$ cat config.mk
export PLATFORM = sky130hd
export DESIGN_NAME = pc_fetch_unit
export DESIGN_NICKNAME = d
export VERILOG_FILES = /design/src/rtl/pc_fetch_unit.sv
export SDC_FILE = /design/constraint.sdc
export NUM_CORES = 1
export LEC_CHECK = 0
export ABC_AREA = 0
export ABC_CLOCK_PERIOD_IN_PS = 3350
export CAP_MARGIN = 20
export CORE_MARGIN = 5
export CORE_UTILIZATION = 40
export CTS_BUF_LIST = sky130_fd_sc_hd__clkbuf_2 sky130_fd_sc_hd__clkbuf_4 sky130_fd_sc_hd__clkbuf_8
export DETAILED_ROUTE_END_ITERATION = 16
export PLACE_DENSITY = 0.85
export SYNTH_ARGS = -nofsm -noshare
export SYNTH_HDL_FRONTEND = slang
export SYNTH_SLANG_ARGS = --single-unit
$ cat constraint.sdc
create_clock -name clk -period 3.35 [get_ports clk]
set_clock_uncertainty 0.1 [all_clocks]
set_input_delay 0.67 -clock clk [delete_from_list [all_inputs] [get_ports clk]]
set_output_delay 0.67 -clock clk [all_outputs]
set_load 0.02 [all_outputs]
$ cat src/rtl/pc_fetch_unit.sv
// Program-counter owner and instruction fetcher: redirects the PC from the execute-stage
// branch select and runs a req/ack fetch handshake. Optional perf counters: define PERF_CNT_EN.
module pc_fetch_unit #(
  parameter logic [31:0] RESET_PC          = 32'h0000_0000,
  parameter int          FAULT_ON_MISALIGN = 1
) (
  input  logic        clk,
  input  logic        rst,
  input  logic [1:0]  branch,
  input  logic        branch_valid,
  input  logic [31:0] imm,
  input  logic [31:0] alu_out,
  output logic        imem_req,
  output logic [31:0] imem_addr,
  input  logic        imem_ack,
  input  logic [31:0] imem_rdata,
  output logic [31:0] instr_out,
  output logic        instr_valid,
  output logic [31:0] pc_out,
  output logic [31:0] pc_plus4,
  output logic        fault
`ifdef PERF_CNT_EN
  ,
  output logic [31:0] perf_retired,
  output logic [31:0] perf_taken
`endif
);

  // state    | meaning
  // ST_FETCH | request outstanding at pc_q, waiting for imem_ack
  // ST_EXEC  | instruction handed to decode, waiting for branch_valid
  // ST_FAULT | misaligned redirect trapped; only rst leaves
  typedef enum logic [1:0] {
    ST_FETCH = 2'd0,
    ST_EXEC  = 2'd1,
    ST_FAULT = 2'd2
  } state_e;

  localparam bit FAULT_EN = (FAULT_ON_MISALIGN != 0);

  state_e      state_q, state_d;
  logic [31:0] pc_q, pc_d;
  logic        req_q, req_d;
  logic [31:0] instr_q, instr_d;
  logic        valid_q, valid_d;
  logic        fault_q, fault_d;

  logic [31:0] pc_inc;
  logic [31:0] target;
  logic        misaligned;
  logic        ack_accept;
  logic        redirect;
  logic        do_fault;

`ifdef PERF_CNT_EN
  logic [31:0] retired_q, retired_d;
  logic [31:0] taken_q, taken_d;
`endif

  assign pc_inc = pc_q + 32'd4;

  always_comb begin
    target = pc_inc;
    unique case (branch)
      2'b01:   target = pc_q + imm;
      2'b10:   target = alu_out & ~32'h1;
      default: target = pc_inc;
    endcase
  end

  assign misaligned = |target[1:0];
  // An ack only counts while a request is actually on the bus.
  assign ack_accept = (state_q == ST_FETCH) && req_q && imem_ack;
  assign redirect   = (state_q == ST_EXEC) && branch_valid;
  assign do_fault   = redirect && misaligned && FAULT_EN;

  // state register
  always_ff @(posedge clk) begin
    if (rst) begin
      state_q <= ST_FETCH;
    end else begin
      state_q <= state_d;
    end
  end

  // next-state logic
  always_comb begin
    state_d = state_q;
    unique case (state_q)
      ST_FETCH: if (ack_accept) state_d = ST_EXEC;
      ST_EXEC:  if (redirect)   state_d = do_fault ? ST_FAULT : ST_FETCH;
      ST_FAULT: state_d = ST_FAULT;
      default:  state_d = ST_FETCH;
    endcase
  end

  // output / datapath next values
  always_comb begin
    pc_d    = pc_q;
    req_d   = (state_d == ST_FETCH);
    instr_d = instr_q;
    valid_d = ack_accept;
    fault_d = fault_q | do_fault;
    if (ack_accept) begin
      instr_d = imem_rdata;
    end
    // Non-faulting redirects always land word-aligned; low bits are dropped when not trapping.
    if (redirect && !do_fault) begin
      pc_d = {target[31:2], 2'b00};
    end
  end

  always_ff @(posedge clk) begin
    if (rst) begin
      pc_q    <= RESET_PC;
      req_q   <= 1'b0;
      instr_q <= 32'h0;
      valid_q <= 1'b0;
      fault_q <= 1'b0;
    end else begin
      pc_q    <= pc_d;
      req_q   <= req_d;
      instr_q <= instr_d;
      valid_q <= valid_d;
      fault_q <= fault_d;
    end
  end

`ifdef PERF_CNT_EN
  always_comb begin
    retired_d = retired_q;
    taken_d   = taken_q;
    if (redirect && !do_fault) begin
      retired_d = retired_q + 32'd1;
      if ((branch == 2'b01) || (branch == 2'b10)) begin
        taken_d = taken_q + 32'd1;
      end
    end
  end

  always_ff @(posedge clk) begin
    if (rst) begin
      retired_q <= 32'h0;
      taken_q   <= 32'h0;
    end else begin
      retired_q <= retired_d;
      taken_q   <= taken_d;
    end
  end

  assign perf_retired = retired_q;
  assign perf_taken   = taken_q;
`endif

  assign imem_req    = req_q;
  assign imem_addr   = pc_q;
  assign pc_out      = pc_q;
  assign pc_plus4    = pc_inc;
  assign instr_out   = instr_q;
  assign instr_valid = valid_q;
  assign fault       = fault_q;

endmodule
==> run_summary.xml, run 1 <==
<?xml version="1.0" encoding="UTF-8"?>
<metrics>
  <group name="drt">
    <metric name="drt-vias-per-instance" unit="">5.53</metric>
    <metric name="drtIter0Drc" unit="">651</metric>
    <metric name="detail_route.first_pass.iterations" unit="">5</metric>
    <metric name="routed_wire_length_per_instance" unit="um">17.6</metric>
    <metric name="vias" unit="">6457</metric>
    <metric name="drc_errors" unit="">0</metric>
    <metric name="detail_route.wirelength" unit="um">20500</metric>
    <metric name="postRouteAntennaNets" unit="">0</metric>
  </group>
  <group name="power">
    <metric name="power.net_switching" unit="W">0.000744</metric>
    <metric name="intPower" unit="W">0.00150</metric>
    <metric name="power_density" unit="nW/um^2">270</metric>
    <metric name="worst_ir_drop_vdd" unit="uV">154</metric>
    <metric name="power.combinational.fraction" unit="">0.291</metric>
    <metric name="net_switching_fraction_of_the_power" unit="">0.331</metric>
    <metric name="static-leakage-power" unit="nW">3.46</metric>
    <metric name="power.sequential.fraction" unit="">0.377</metric>
    <metric name="share_clk_of_total_power" unit="">0.332</metric>
  </group>
  <group name="floorplan">
    <metric name="row_count" unit="">42</metric>
    <metric name="boundaryPins" unit="">233</metric>
    <metric name="dieArea" unit="um^2">16100</metric>
    <metric name="fp.coreArea" unit="um^2">13300</metric>
    <metric name="die_height" unit="um">127</metric>
    <metric name="die_width" unit="um">127</metric>
    <metric name="floorplan.initialDensity" unit="">0.410</metric>
  </group>
  <group name="sta">
    <metric name="relSlewSlack" unit="">0.672</metric>
    <metric name="finalHoldViolations" unit="">0</metric>
    <metric name="slew_violations" unit="">0</metric>
    <metric name="worst_slew_pin_slew" unit="ns">0.479</metric>
    <metric name="fin_crit" unit="ns">3.28</metric>
    <metric name="fin_setup_tns" unit="ns">0</metric>
    <metric name="achievable-frequency" unit="GHz">0.305</metric>
    <metric name="grt_setup_unrepaired" unit="">false</metric>
    <metric name="hold_ws" unit="ns">0.346</metric>
    <metric name="period_share" unit="">0.978</metric>
    <metric name="setup_viol" unit="">0</metric>
  </group>
  <group name="cts">
    <metric name="cts_tree" unit="">done</metric>
    <metric name="clk_pin_slew" unit="ns">0.08</metric>
    <metric name="insertion_delay" unit="ns">0.35</metric>
    <metric name="h-tree-depth" unit="">3</metric>
    <metric name="tritoncts.num_buffers" unit="">9</metric>
    <metric name="number_of_buffers_on_the_longest_clock_path" unit="">2</metric>
    <metric name="cts_hold_bufs" unit="">0</metric>
    <metric name="cts_root_buffer" unit="">sky130_fd_sc_hd__clkbuf_8</metric>
    <metric name="cts.sink_count" unit="">67</metric>
  </group>
  <group name="flow_run">
    <metric name="max-cap-violations" unit="">0</metric>
  </group>
  <group name="place">
    <metric name="place.detailed.hpwl" unit="um">15600</metric>
    <metric name="routability_driven_placement_congestion_ratio" unit="">0.959</metric>
    <metric name="place_area" unit="um^2">8120</metric>
    <metric name="buffer_ports.inserted" unit="">225</metric>
  </group>
  <group name="global_routing">
    <metric name="grt_start_max_net_pins" unit="">43</metric>
    <metric name="number_of_global_route_vias_before_repair" unit="">6361</metric>
    <metric name="use_met1" unit="">0.309</metric>
    <metric name="gr-usage-met2" unit="">0.412</metric>
    <metric name="grtUsageTotal" unit="">0.243</metric>
    <metric name="busiest_grt_layer" unit="">met2</metric>
    <metric name="grt_pass1_wl" unit="um">32000</metric>
    <metric name="use_met3" unit="">0.0475</metric>
    <metric name="antenna_violations_before_repair" unit="">0</metric>
    <metric name="grt-ovfl-total" unit="">0</metric>
  </group>
  <group name="synthesis">
    <metric name="yosys_register_bits" unit="">67</metric>
    <metric name="synthesis.area" unit="um^2">5450</metric>
    <metric name="synthFlopType" unit="">sky130_fd_sc_hd__dfxtp_1</metric>
    <metric name="yosys_warnings" unit="">0</metric>
    <metric name="syn_avg_cell_area" unit="um^2">7.45</metric>
    <metric name="number_of_enable_type_register_cells_in_the_synthesized_netlist" unit="">0</metric>
    <metric name="syn-instance-count" unit="">732</metric>
    <metric name="seq_area_frac_synth" unit="">0.246</metric>
    <metric name="fraction_of_post_synthesis_cell_area_in_the_top_cell_type_by_area" unit="">0.246</metric>
    <metric name="asyncSetResetFlopFracSynth" unit="">0</metric>
    <metric name="number_of_distinct_standard_cells_referenced_by_the_synthesized_netlist" unit="">73</metric>
    <metric name="synth_area_leader_cell" unit="">sky130_fd_sc_hd__dfxtp_1</metric>
    <metric name="synth.top_cells.by_area" unit="">sky130_fd_sc_hd__dfxtp_1, sky130_fd_sc_hd__nand2_1, sky130_fd_sc_hd__a21oi_1</metric>
  </group>
  <group name="layout">
    <metric name="nNetsFinal" unit="">1121</metric>
    <metric name="final_common_cell" unit="">sky130_fd_sc_hd__clkdlybuf4s50_1</metric>
    <metric name="layout.filler_cells" unit="">1194</metric>
    <metric name="antennaDiodeCount" unit="">0</metric>
    <metric name="synthToLayoutAreaGrowth" unit="%">52.8</metric>
    <metric name="post-route-cell-area" unit="um^2">8330</metric>
    <metric name="layout.cells.most_common_list" unit="">sky130_fd_sc_hd__clkdlybuf4s50_1, sky130_fd_sc_hd__nand2_1, sky130_fd_sc_hd__buf_4, sky130_fd_sc_hd__a21oi_1, sky130_fd_sc_hd__dfxtp_1</metric>
    <metric name="layout-drive-gt1-share" unit="">0.140</metric>
  </group>
  <group name="worst_setup_path">
    <metric name="cp_max_fo" unit="">6</metric>
    <metric name="path_cells" unit="">nand4_1 -&gt; nor4_4 -&gt; buf_4 -&gt; nand3_1 -&gt; buf_4 -&gt; nor2_1 -&gt; xor2_1 -&gt; clkdlybuf4s15_2</metric>
    <metric name="critPathSlowestCell" unit="">sky130_fd_sc_hd__dfxtp_1</metric>
    <metric name="crit_top_cell" unit="">sky130_fd_sc_hd__buf_4</metric>
    <metric name="arrival" unit="ns">2.51</metric>
    <metric name="critical-path-top-delay-family" unit="">simple AND/OR/NAND/NOR gates</metric>
    <metric name="cp.buffers_inverters" unit="">3</metric>
    <metric name="critical-path-max-stage-delay" unit="ns">0.37</metric>
    <metric name="startpoint_type" unit="">flip-flop</metric>
    <metric name="crit_type" unit="">flip-flop to output pin</metric>
    <metric name="critPathRequiredTime" unit="ns">2.58</metric>
    <metric name="end_kind" unit="">output pin</metric>
  </group>
  <group name="worst_hold_path">
    <metric name="hold_path_class" unit="">flip-flop to flip-flop</metric>
  </group>
  <group name="outcome">
    <metric name="run_status" unit="">complete, no violations</metric>
  </group>
</metrics>
power by group through the flow:
| stage | Combinational (W) | Sequential (W) | Clock, W |
|---|---|---|---|
| after floorplan | 0.000297 | 0.000907 | 0 |
| after global placement | 0.000642 | 0.000864 | 0 |
| after detailed placement | 0.000647 | 0.000865 | 0 |
| after CTS | 0.000648 | 0.000847 | 0.000760 |
| after global routing | 0.000700 | 0.000852 | 0.000807 |
| final | 0.000653 | 0.000847 | 0.000746 |
cell type report:
type,count,area [um^2],area share
timing repair buffer,315,2900,0.348
tap,176,220,0.0264
clock buffer,9,124,0.0149
inverter,18,67.6,0.00811
clock inverter,7,83.8,0.0101
multi-input combinational,575,3600,0.432
sequential,67,1340,0.161
routing by layer:
metal  routed length, um  vias to the layer above
met4                 456                        0
met2                9890                      316
li1                    -                     3105
met1                8650                     2996
met5                   0                        -
met3                1520                       40
logic make-up after synthesis:
family / count (synthesis) / share of synthesized area
AND/OR/NAND/NOR: 264 / 0.236
flip-flops: 67 / 0.246
buffers and inverters: 95 / 0.101
adder cells (fa/ha/maj): 33 / 0.0771
AO/OA/AOI/OAI: 225 / 0.263
multiplexers: 2 / 0.00390
XOR/XNOR: 45 / 0.0723
other: 1 / 0.000688
final timing paths:
kind	from	cells past startpoint	slack, ns	to
setup / recovery	imem_addr[3]	8	0.07	pc_plus4[23]
hold / removal	fault	2	0.35	fault
setup reg to reg	imem_addr[9]	11	0.38	imem_addr[27]
hold reg to reg	fault	2	0.35	fault
repair_timing:
action,in CTS,in global routing
pin swaps,1,4
setup buffers,1,1
cloned,0,0
gates resized for setup,28,13
setup endpoints to repair,16,16
stage by stage:
step / total power (W) / util / setup slack (ns) / std cells
after global routing: 0.00236 / 0.627 / 0.0160 / 1167
final: 0.00225 / 0.627 / 0.0747 / 1167
after global placement: 0.00151 / 0.611 / -0.193 / 1149
after detailed placement: 0.00151 / 0.611 / -0.214 / 1149
after CTS: 0.00226 / 0.626 / -0.0358 / 1166
after floorplan: 0.00120 / - / 0.324 / 737
flip-flops by register name, summed over array words and instances (netlist names):
register / flops
instr_out: 32
imem_addr: 30
state_q: 2
fault: 1
imem_req: 1
instr_valid: 1
cell usage after synthesis, types with 13 or more instances:
cell type / instances
sky130_fd_sc_hd__a21oi_1: 81
sky130_fd_sc_hd__a221oi_1: 14
sky130_fd_sc_hd__buf_4: 36
sky130_fd_sc_hd__clkbuf_1: 32
sky130_fd_sc_hd__dfxtp_1: 67
sky130_fd_sc_hd__ha_1: 32
sky130_fd_sc_hd__inv_1: 17
sky130_fd_sc_hd__nand2_1: 118
sky130_fd_sc_hd__nand3_1: 22
sky130_fd_sc_hd__nand4_1: 13
sky130_fd_sc_hd__nor2_1: 46
sky130_fd_sc_hd__o21ai_0: 44
sky130_fd_sc_hd__xnor2_1: 29
sky130_fd_sc_hd__xor2_1: 16
tightest hold or removal path, stage by stage, from the launching register on:
cell and delay (ns):
sky130_fd_sc_hd__dfxtp_1 0.32, sky130_fd_sc_hd__inv_1 0.04, sky130_fd_sc_hd__a21oi_1 0.04
No activity file was read; power rests on OpenSTA's default activity.
==> run 2: changes to the inputs <==
Settings changed: TNS_END_PERCENT set to 20.
==> run_summary.xml, run 2 (synthesized netlist as in run 1, its figures left out) <==
<?xml version="1.0" encoding="UTF-8"?>
<metrics>
  <group name="outcome">
    <metric name="run_status" unit="">complete, no violations</metric>
  </group>
  <group name="place">
    <metric name="placedCellCount" unit="">1149</metric>
    <metric name="place.detailed.hpwl" unit="um">15600</metric>
    <metric name="buffer_ports.inserted" unit="">225</metric>
    <metric name="dp_worst_setup_slack" unit="ns">-0.214</metric>
    <metric name="routability_driven_placement_congestion_ratio" unit="">0.959</metric>
  </group>
  <group name="layout">
    <metric name="layout-drive-gt1-share" unit="">0.140</metric>
    <metric name="antennaDiodeCount" unit="">0</metric>
    <metric name="largest_reg_flops" unit="">32</metric>
    <metric name="layout.cells.most_common_list" unit="">sky130_fd_sc_hd__clkdlybuf4s50_1, sky130_fd_sc_hd__nand2_1, sky130_fd_sc_hd__buf_4, sky130_fd_sc_hd__a21oi_1, sky130_fd_sc_hd__dfxtp_1</metric>
    <metric name="nNetsFinal" unit="">1120</metric>
    <metric name="finish.utilization" unit="">0.627</metric>
    <metric name="synthToLayoutAreaGrowth" unit="%">52.8</metric>
    <metric name="final_common_cell" unit="">sky130_fd_sc_hd__clkdlybuf4s50_1</metric>
    <metric name="layoutNonFillerInstCount" unit="">1166</metric>
  </group>
  <group name="worst_setup_path">
    <metric name="timing.rr.start" unit="">imem_addr[9]</metric>
    <metric name="critPathRequiredTime" unit="ns">2.58</metric>
    <metric name="reg2regPathDepth" unit="">11</metric>
    <metric name="cp_max_fo" unit="">6</metric>
    <metric name="worst_r2r_endpoint" unit="">imem_addr[27]</metric>
    <metric name="arrival" unit="ns">2.49</metric>
    <metric name="end_kind" unit="">output pin</metric>
    <metric name="timing.reg2reg.setup_slack" unit="ns">0.39</metric>
    <metric name="crit_type" unit="">flip-flop to output pin</metric>
    <metric name="startpoint_type" unit="">flip-flop</metric>
  </group>
  <group name="cts">
    <metric name="number_of_buffers_on_the_longest_clock_path" unit="">2</metric>
    <metric name="clk_pin_slew" unit="ns">0.09</metric>
    <metric name="tritoncts.num_buffers" unit="">9</metric>
    <metric name="cts_tree" unit="">done</metric>
    <metric name="cts_hold_bufs" unit="">0</metric>
    <metric name="insertion_delay" unit="ns">0.35</metric>
    <metric name="cts.sink_count" unit="">67</metric>
    <metric name="cts_root_buffer" unit="">sky130_fd_sc_hd__clkbuf_8</metric>
    <metric name="h-tree-depth" unit="">3</metric>
  </group>
  <group name="drt">
    <metric name="drt-vias-per-instance" unit="">5.55</metric>
    <metric name="detail_route.first_pass.iterations" unit="">5</metric>
    <metric name="vias" unit="">6475</metric>
    <metric name="drtIter0Drc" unit="">671</metric>
    <metric name="detail_route.wirelength" unit="um">20500</metric>
    <metric name="drc_errors" unit="">0</metric>
    <metric name="postRouteAntennaNets" unit="">0</metric>
    <metric name="routed_wire_length_per_instance" unit="um">17.5</metric>
  </group>
  <group name="sta">
    <metric name="worst_slew_pin_slew" unit="ns">0.483</metric>
    <metric name="relSlewSlack" unit="">0.669</metric>
    <metric name="fin_crit" unit="ns">3.26</metric>
    <metric name="achievable-frequency" unit="GHz">0.307</metric>
    <metric name="slew_violations" unit="">0</metric>
    <metric name="grt_setup_unrepaired" unit="">false</metric>
    <metric name="period_share" unit="">0.973</metric>
    <metric name="finalWorstSetupSlack" unit="ns">0.0914</metric>
    <metric name="fin_setup_tns" unit="ns">0</metric>
    <metric name="finalHoldViolations" unit="">0</metric>
    <metric name="setup_viol" unit="">0</metric>
  </group>
  <group name="worst_hold_path">
    <metric name="hold_path_startpoint" unit="">fault</metric>
    <metric name="worstHoldPathCells" unit="">2</metric>
    <metric name="hold_path_end" unit="">fault</metric>
    <metric name="hold_path_class" unit="">flip-flop to flip-flop</metric>
  </group>
  <group name="global_routing">
    <metric name="grt_pass1_wl" unit="um">32000</metric>
    <metric name="grtUsageTotal" unit="">0.243</metric>
    <metric name="grt_start_max_net_pins" unit="">43</metric>
    <metric name="antenna_violations_before_repair" unit="">0</metric>
    <metric name="number_of_global_route_vias_before_repair" unit="">6345</metric>
    <metric name="grt-ovfl-total" unit="">0</metric>
  </group>
  <group name="flow_run">
    <metric name="max-cap-violations" unit="">0</metric>
  </group>
  <group name="power">
    <metric name="worst_ir_drop_vdd" unit="uV">154</metric>
    <metric name="static-leakage-power" unit="nW">3.47</metric>
    <metric name="power_after_layout" unit="W">0.00225</metric>
    <metric name="power_density" unit="nW/um^2">270</metric>
  </group>
  <group name="floorplan">
    <metric name="dieArea" unit="um^2">16100</metric>
    <metric name="floorplan.initialDensity" unit="">0.410</metric>
    <metric name="boundaryPins" unit="">233</metric>
    <metric name="fp.coreArea" unit="um^2">13300</metric>
    <metric name="die_width" unit="um">127</metric>
    <metric name="row_count" unit="">42</metric>
    <metric name="die_height" unit="um">127</metric>
  </group>
</metrics>
run 2: changes by cell type in the layout (fill, tap and decap cells not counted):
cell / change
sky130_fd_sc_hd__buf_4: -2
sky130_fd_sc_hd__clkdlybuf4s50_1: -2
sky130_fd_sc_hd__dlygate4sd2_1: +2
sky130_fd_sc_hd__buf_2: +1
sky130_fd_sc_hd__clkbuf_2: -1
sky130_fd_sc_hd__clkdlybuf4s15_2: +1
sky130_fd_sc_hd__xnor2_1: -1
sky130_fd_sc_hd__xnor2_2: +1
run 2: layout make-up:
type / instances / area (um^2)
fill: 1194 / 4960
tap: 176 / 220
timing repair buffer: 314 / 2890
multi-input combinational: 575 / 3600
clock buffer: 9 / 124
sequential: 67 / 1340
clock inverter: 7 / 83.8
inverter: 18 / 67.6
run 2: worst max-delay path: stages (launching register included):
cell and delay [ns]:
sky130_fd_sc_hd__dfxtp_2 0.37, sky130_fd_sc_hd__nand4_1 0.26, sky130_fd_sc_hd__nor4_4 0.32, sky130_fd_sc_hd__buf_4 0.18, sky130_fd_sc_hd__nand3_1 0.16, sky130_fd_sc_hd__buf_4 0.21
sky130_fd_sc_hd__nor2_1 0.13, sky130_fd_sc_hd__xor2_1 0.28, sky130_fd_sc_hd__buf_2 0.23
run 2: metal layers:
metal / up-vias / routed length (um) / track usage / share of wire
met2: 343 / 9820 / 0.413 / 0.48
met1: 2985 / 8540 / 0.310 / 0.42
li1: 3102 / - / - / -
met5: - / 0 / 0 / 0
met3: 45 / 1600 / 0.0471 / 0.078
met4: 0 / 494 / 0.0763 / 0.024
run 2: how the worst max path moves through the flow:
stage	from	endpoint	slack, ns	depth (start not counted)
finish	imem_addr[2]	pc_plus4[23]	0.09	8
global route	imem_addr[2]	pc_plus4[29]	0.009	8
global placement	imm[9]	imem_addr[26]	-0.19	9
CTS	imem_addr[2]	pc_plus4[28]	-0.13	9
detailed placement	imm[9]	imem_addr[26]	-0.21	9
floorplan	imem_addr[6]	pc_plus4[29]	0.32	6
run 2: timing repair:
item                                    CTS  global route
gates resized for setup                  33            10
buffers inserted                          1             0
pin swaps                                 1             5
endpoints found under the setup margin   16            16
run 2: per-stage QoR:
stage	cell area, um^2	hold slack [ns]
floorplan	5470	0.379
global placement	8120	0.335
detailed placement	8120	0.339
CTS	8320	0.350
global route	8330	0.374
finish	8330	0.346
run 2: power breakdown:
part / leakage [nW] / switching (W) / internal, W
sequential: 0.544 / 0.0000205 / 0.000827
clock: 0.103 / 0.000388 / 0.000359
combinational: 2.82 / 0.000337 / 0.000316
total: 3.47 / 0.000745 / 0.00150
==> run 3: changes to the inputs <==
Settings changed: CTS_BUF_LIST sky130_fd_sc_hd__clkbuf_2 sky130_fd_sc_hd__clkbuf_4 sky130_fd_sc_hd__clkbuf_8 to sky130_fd_sc_hd__clkbuf_2.
==> run_summary.xml, run 3 (synthesized netlist as in run 1, its figures left out) <==
<?xml version="1.0" encoding="UTF-8"?>
<metrics>
  <group name="outcome">
    <metric name="run_status" unit="">complete, no violations</metric>
  </group>
  <group name="sta">
    <metric name="setup_viol" unit="">0</metric>
    <metric name="achievable-frequency" unit="GHz">0.303</metric>
    <metric name="finalWorstSetupSlack" unit="ns">0.0493</metric>
    <metric name="hold_ws" unit="ns">0.360</metric>
    <metric name="slew_violations" unit="">0</metric>
    <metric name="period_share" unit="">0.985</metric>
    <metric name="relSlewSlack" unit="">0.669</metric>
    <metric name="worst_slew_pin_slew" unit="ns">0.484</metric>
    <metric name="fin_crit" unit="ns">3.30</metric>
    <metric name="grt_setup_unrepaired" unit="">true</metric>
    <metric name="finalHoldViolations" unit="">0</metric>
  </group>
  <group name="power">
    <metric name="power.net_switching" unit="W">0.000733</metric>
    <metric name="power.sequential.fraction" unit="">0.411</metric>
    <metric name="static-leakage-power" unit="nW">3.40</metric>
    <metric name="worst_ir_drop_vdd" unit="uV">138</metric>
    <metric name="power_density" unit="nW/um^2">248</metric>
    <metric name="power.combinational.fraction" unit="">0.317</metric>
    <metric name="intPower" unit="W">0.00133</metric>
    <metric name="net_switching_fraction_of_the_power" unit="">0.354</metric>
    <metric name="share_clk_of_total_power" unit="">0.272</metric>
  </group>
  <group name="layout">
    <metric name="layoutNonFillerInstCount" unit="">1168</metric>
    <metric name="layout.cells.most_common_list" unit="">sky130_fd_sc_hd__clkdlybuf4s50_1, sky130_fd_sc_hd__nand2_1, sky130_fd_sc_hd__buf_4, sky130_fd_sc_hd__a21oi_1, sky130_fd_sc_hd__dfxtp_1</metric>
    <metric name="synthToLayoutAreaGrowth" unit="%">53.0</metric>
    <metric name="largest_reg_flops" unit="">32</metric>
    <metric name="antennaDiodeCount" unit="">0</metric>
    <metric name="layout-drive-gt1-share" unit="">0.160</metric>
    <metric name="nNetsFinal" unit="">1122</metric>
    <metric name="final_common_cell" unit="">sky130_fd_sc_hd__clkdlybuf4s50_1</metric>
  </group>
  <group name="worst_setup_path">
    <metric name="arrival" unit="ns">2.53</metric>
    <metric name="timing.rr.start" unit="">imem_addr[2]</metric>
    <metric name="worst_r2r_endpoint" unit="">imem_addr[17]</metric>
    <metric name="cp_max_fo" unit="">6</metric>
    <metric name="crit_type" unit="">flip-flop to output pin</metric>
    <metric name="critical-path-max-stage-delay" unit="ns">0.43</metric>
    <metric name="path_cells" unit="">nand4_1 -&gt; nor4_4 -&gt; buf_4 -&gt; nand3_2 -&gt; buf_4 -&gt; nor2_1 -&gt; xor2_1 -&gt; buf_4</metric>
    <metric name="critPathRequiredTime" unit="ns">2.58</metric>
    <metric name="timing.reg2reg.setup_slack" unit="ns">0.29</metric>
    <metric name="worstSetupStartpoint" unit="">imem_addr[2]</metric>
    <metric name="critPathCapture" unit="">pc_plus4[23]</metric>
    <metric name="reg2regPathDepth" unit="">14</metric>
    <metric name="startpoint_type" unit="">flip-flop</metric>
    <metric name="crit_top_cell" unit="">sky130_fd_sc_hd__buf_4</metric>
    <metric name="critPathSlowestCell" unit="">sky130_fd_sc_hd__dfxtp_4</metric>
    <metric name="end_kind" unit="">output pin</metric>
  </group>
  <group name="floorplan">
    <metric name="boundaryPins" unit="">233</metric>
    <metric name="fp.coreArea" unit="um^2">13300</metric>
    <metric name="die_width" unit="um">127</metric>
    <metric name="dieArea" unit="um^2">16100</metric>
    <metric name="die_height" unit="um">127</metric>
    <metric name="floorplan.initialDensity" unit="">0.410</metric>
    <metric name="row_count" unit="">42</metric>
  </group>
  <group name="cts">
    <metric name="cts.sink_count" unit="">67</metric>
    <metric name="cts_tree" unit="">done</metric>
    <metric name="cts_root_buffer" unit="">sky130_fd_sc_hd__clkbuf_2</metric>
    <metric name="insertion_delay" unit="ns">0.55</metric>
    <metric name="number_of_buffers_on_the_longest_clock_path" unit="">2</metric>
    <metric name="tritoncts.num_buffers" unit="">9</metric>
    <metric name="h-tree-depth" unit="">3</metric>
    <metric name="clk_pin_slew" unit="ns">0.24</metric>
    <metric name="cts_hold_bufs" unit="">0</metric>
  </group>
  <group name="place">
    <metric name="dp_worst_setup_slack" unit="ns">-0.214</metric>
    <metric name="placedCellCount" unit="">1149</metric>
    <metric name="routability_driven_placement_congestion_ratio" unit="">0.959</metric>
    <metric name="place.detailed.hpwl" unit="um">15600</metric>
    <metric name="buffer_ports.inserted" unit="">225</metric>
  </group>
  <group name="drt">
    <metric name="drc_errors" unit="">0</metric>
    <metric name="vias" unit="">6485</metric>
    <metric name="detail_route.first_pass.iterations" unit="">5</metric>
    <metric name="postRouteAntennaNets" unit="">0</metric>
    <metric name="detail_route.wirelength" unit="um">20700</metric>
    <metric name="routed_wire_length_per_instance" unit="um">17.7</metric>
    <metric name="drtIter0Drc" unit="">644</metric>
    <metric name="drt-vias-per-instance" unit="">5.55</metric>
  </group>
  <group name="global_routing">
    <metric name="grt-ovfl-total" unit="">0</metric>
    <metric name="grtUsageTotal" unit="">0.244</metric>
    <metric name="number_of_global_route_vias_before_repair" unit="">6393</metric>
    <metric name="grt_pass1_wl" unit="um">32200</metric>
    <metric name="grt_start_max_net_pins" unit="">43</metric>
    <metric name="antenna_violations_before_repair" unit="">0</metric>
  </group>
  <group name="flow_run">
    <metric name="max-cap-violations" unit="">0</metric>
  </group>
  <group name="worst_hold_path">
    <metric name="hold_path_class" unit="">flip-flop to flip-flop</metric>
  </group>
</metrics>
## run 3: changes by cell type in the layout (fill, tap and decap cells not counted), moves of 3 or more
cell                             delta
sky130_fd_sc_hd__buf_4              +6
sky130_fd_sc_hd__clkbuf_2           +9
sky130_fd_sc_hd__clkbuf_8           -9
sky130_fd_sc_hd__dfxtp_1            -5
sky130_fd_sc_hd__dfxtp_2            +4
sky130_fd_sc_hd__dlymetal6s2s_1     -3
## run 3: worst max-delay path: cells and delay by family (launching register included)
| family | cells | cell delay (ns) |
|---|---|---|
| xor gates and xnor gates | 1 | 0.24 |
| buffers and inverters | 3 | 0.57 |
| DFF | 1 | 0.43 |
| and+or+nand+nor | 4 | 0.74 |
## run 3: power groups by stage
stage	sequential, W	clock, W	combinational (W)
global route	0.000856	0.000613	0.000702
floorplan	0.000907	0	0.000297
finish	0.000851	0.000561	0.000655
global placement	0.000864	0	0.000642
detailed placement	0.000865	0	0.000647
CTS	0.000850	0.000578	0.000649
## run 3: per-stage QoR
| stage | TNS (ns) | utilization | area (um^2) | power [W] |
|---|---|---|---|---|
| after CTS | -0.0862 | 0.625 | 8310 | 0.00208 |
| after global placement | -1.45 | 0.611 | 8120 | 0.00151 |
| after floorplan | 0 | - | 5470 | 0.00120 |
| after global routing | -0.0772 | 0.628 | 8340 | 0.00217 |
| after detailed placement | -2.17 | 0.611 | 8120 | 0.00151 |
| final | 0 | 0.628 | 8340 | 0.00207 |
## run 3: worst min-delay path by stage
| stage | end | cells after the start | startpoint | slack, ns |
|---|---|---|---|---|
| 4_1_cts | fault | 2 | fault | 0.36 |
| 5_1_grt | instr_out[8] | 2 | instr_out[8] | 0.38 |
| 2_1_floorplan | state_q[1] | 2 | state_q[1] | 0.38 |
| 6_report | fault | 2 | fault | 0.36 |
| 3_5_place_dp | fault | 2 | fault | 0.34 |
| 3_3_place_gp | fault | 2 | fault | 0.34 |
## run 3: layout make-up
| class | instances | area (um^2) |
|---|---|---|
| clock inverter | 7 | 83.8 |
| inverter | 18 | 67.6 |
| multi-input combinational | 575 | 3680 |
| timing repair buffer | 316 | 2890 |
| sequential | 67 | 1350 |
| tap | 176 | 220 |
| fill | 1178 | 4950 |
| clock buffer | 9 | 45.0 |
## run 3: layer usage
layer	vias to the layer above	GRT usage	share of wire
met5	-	0	0
met4	0	0.0795	0.023
met3	46	0.0408	0.073
met2	308	0.424	0.49
met1	3019	0.307	0.41
li1	3112	-	-
## run 3: what timing repair did
item | 4_1_cts | 5_1_grt
setup buffers | 3 | 0
endpoints found under the setup margin | 23 | 16
pin swaps | 9 | 3
gates resized for setup | 76 | 13
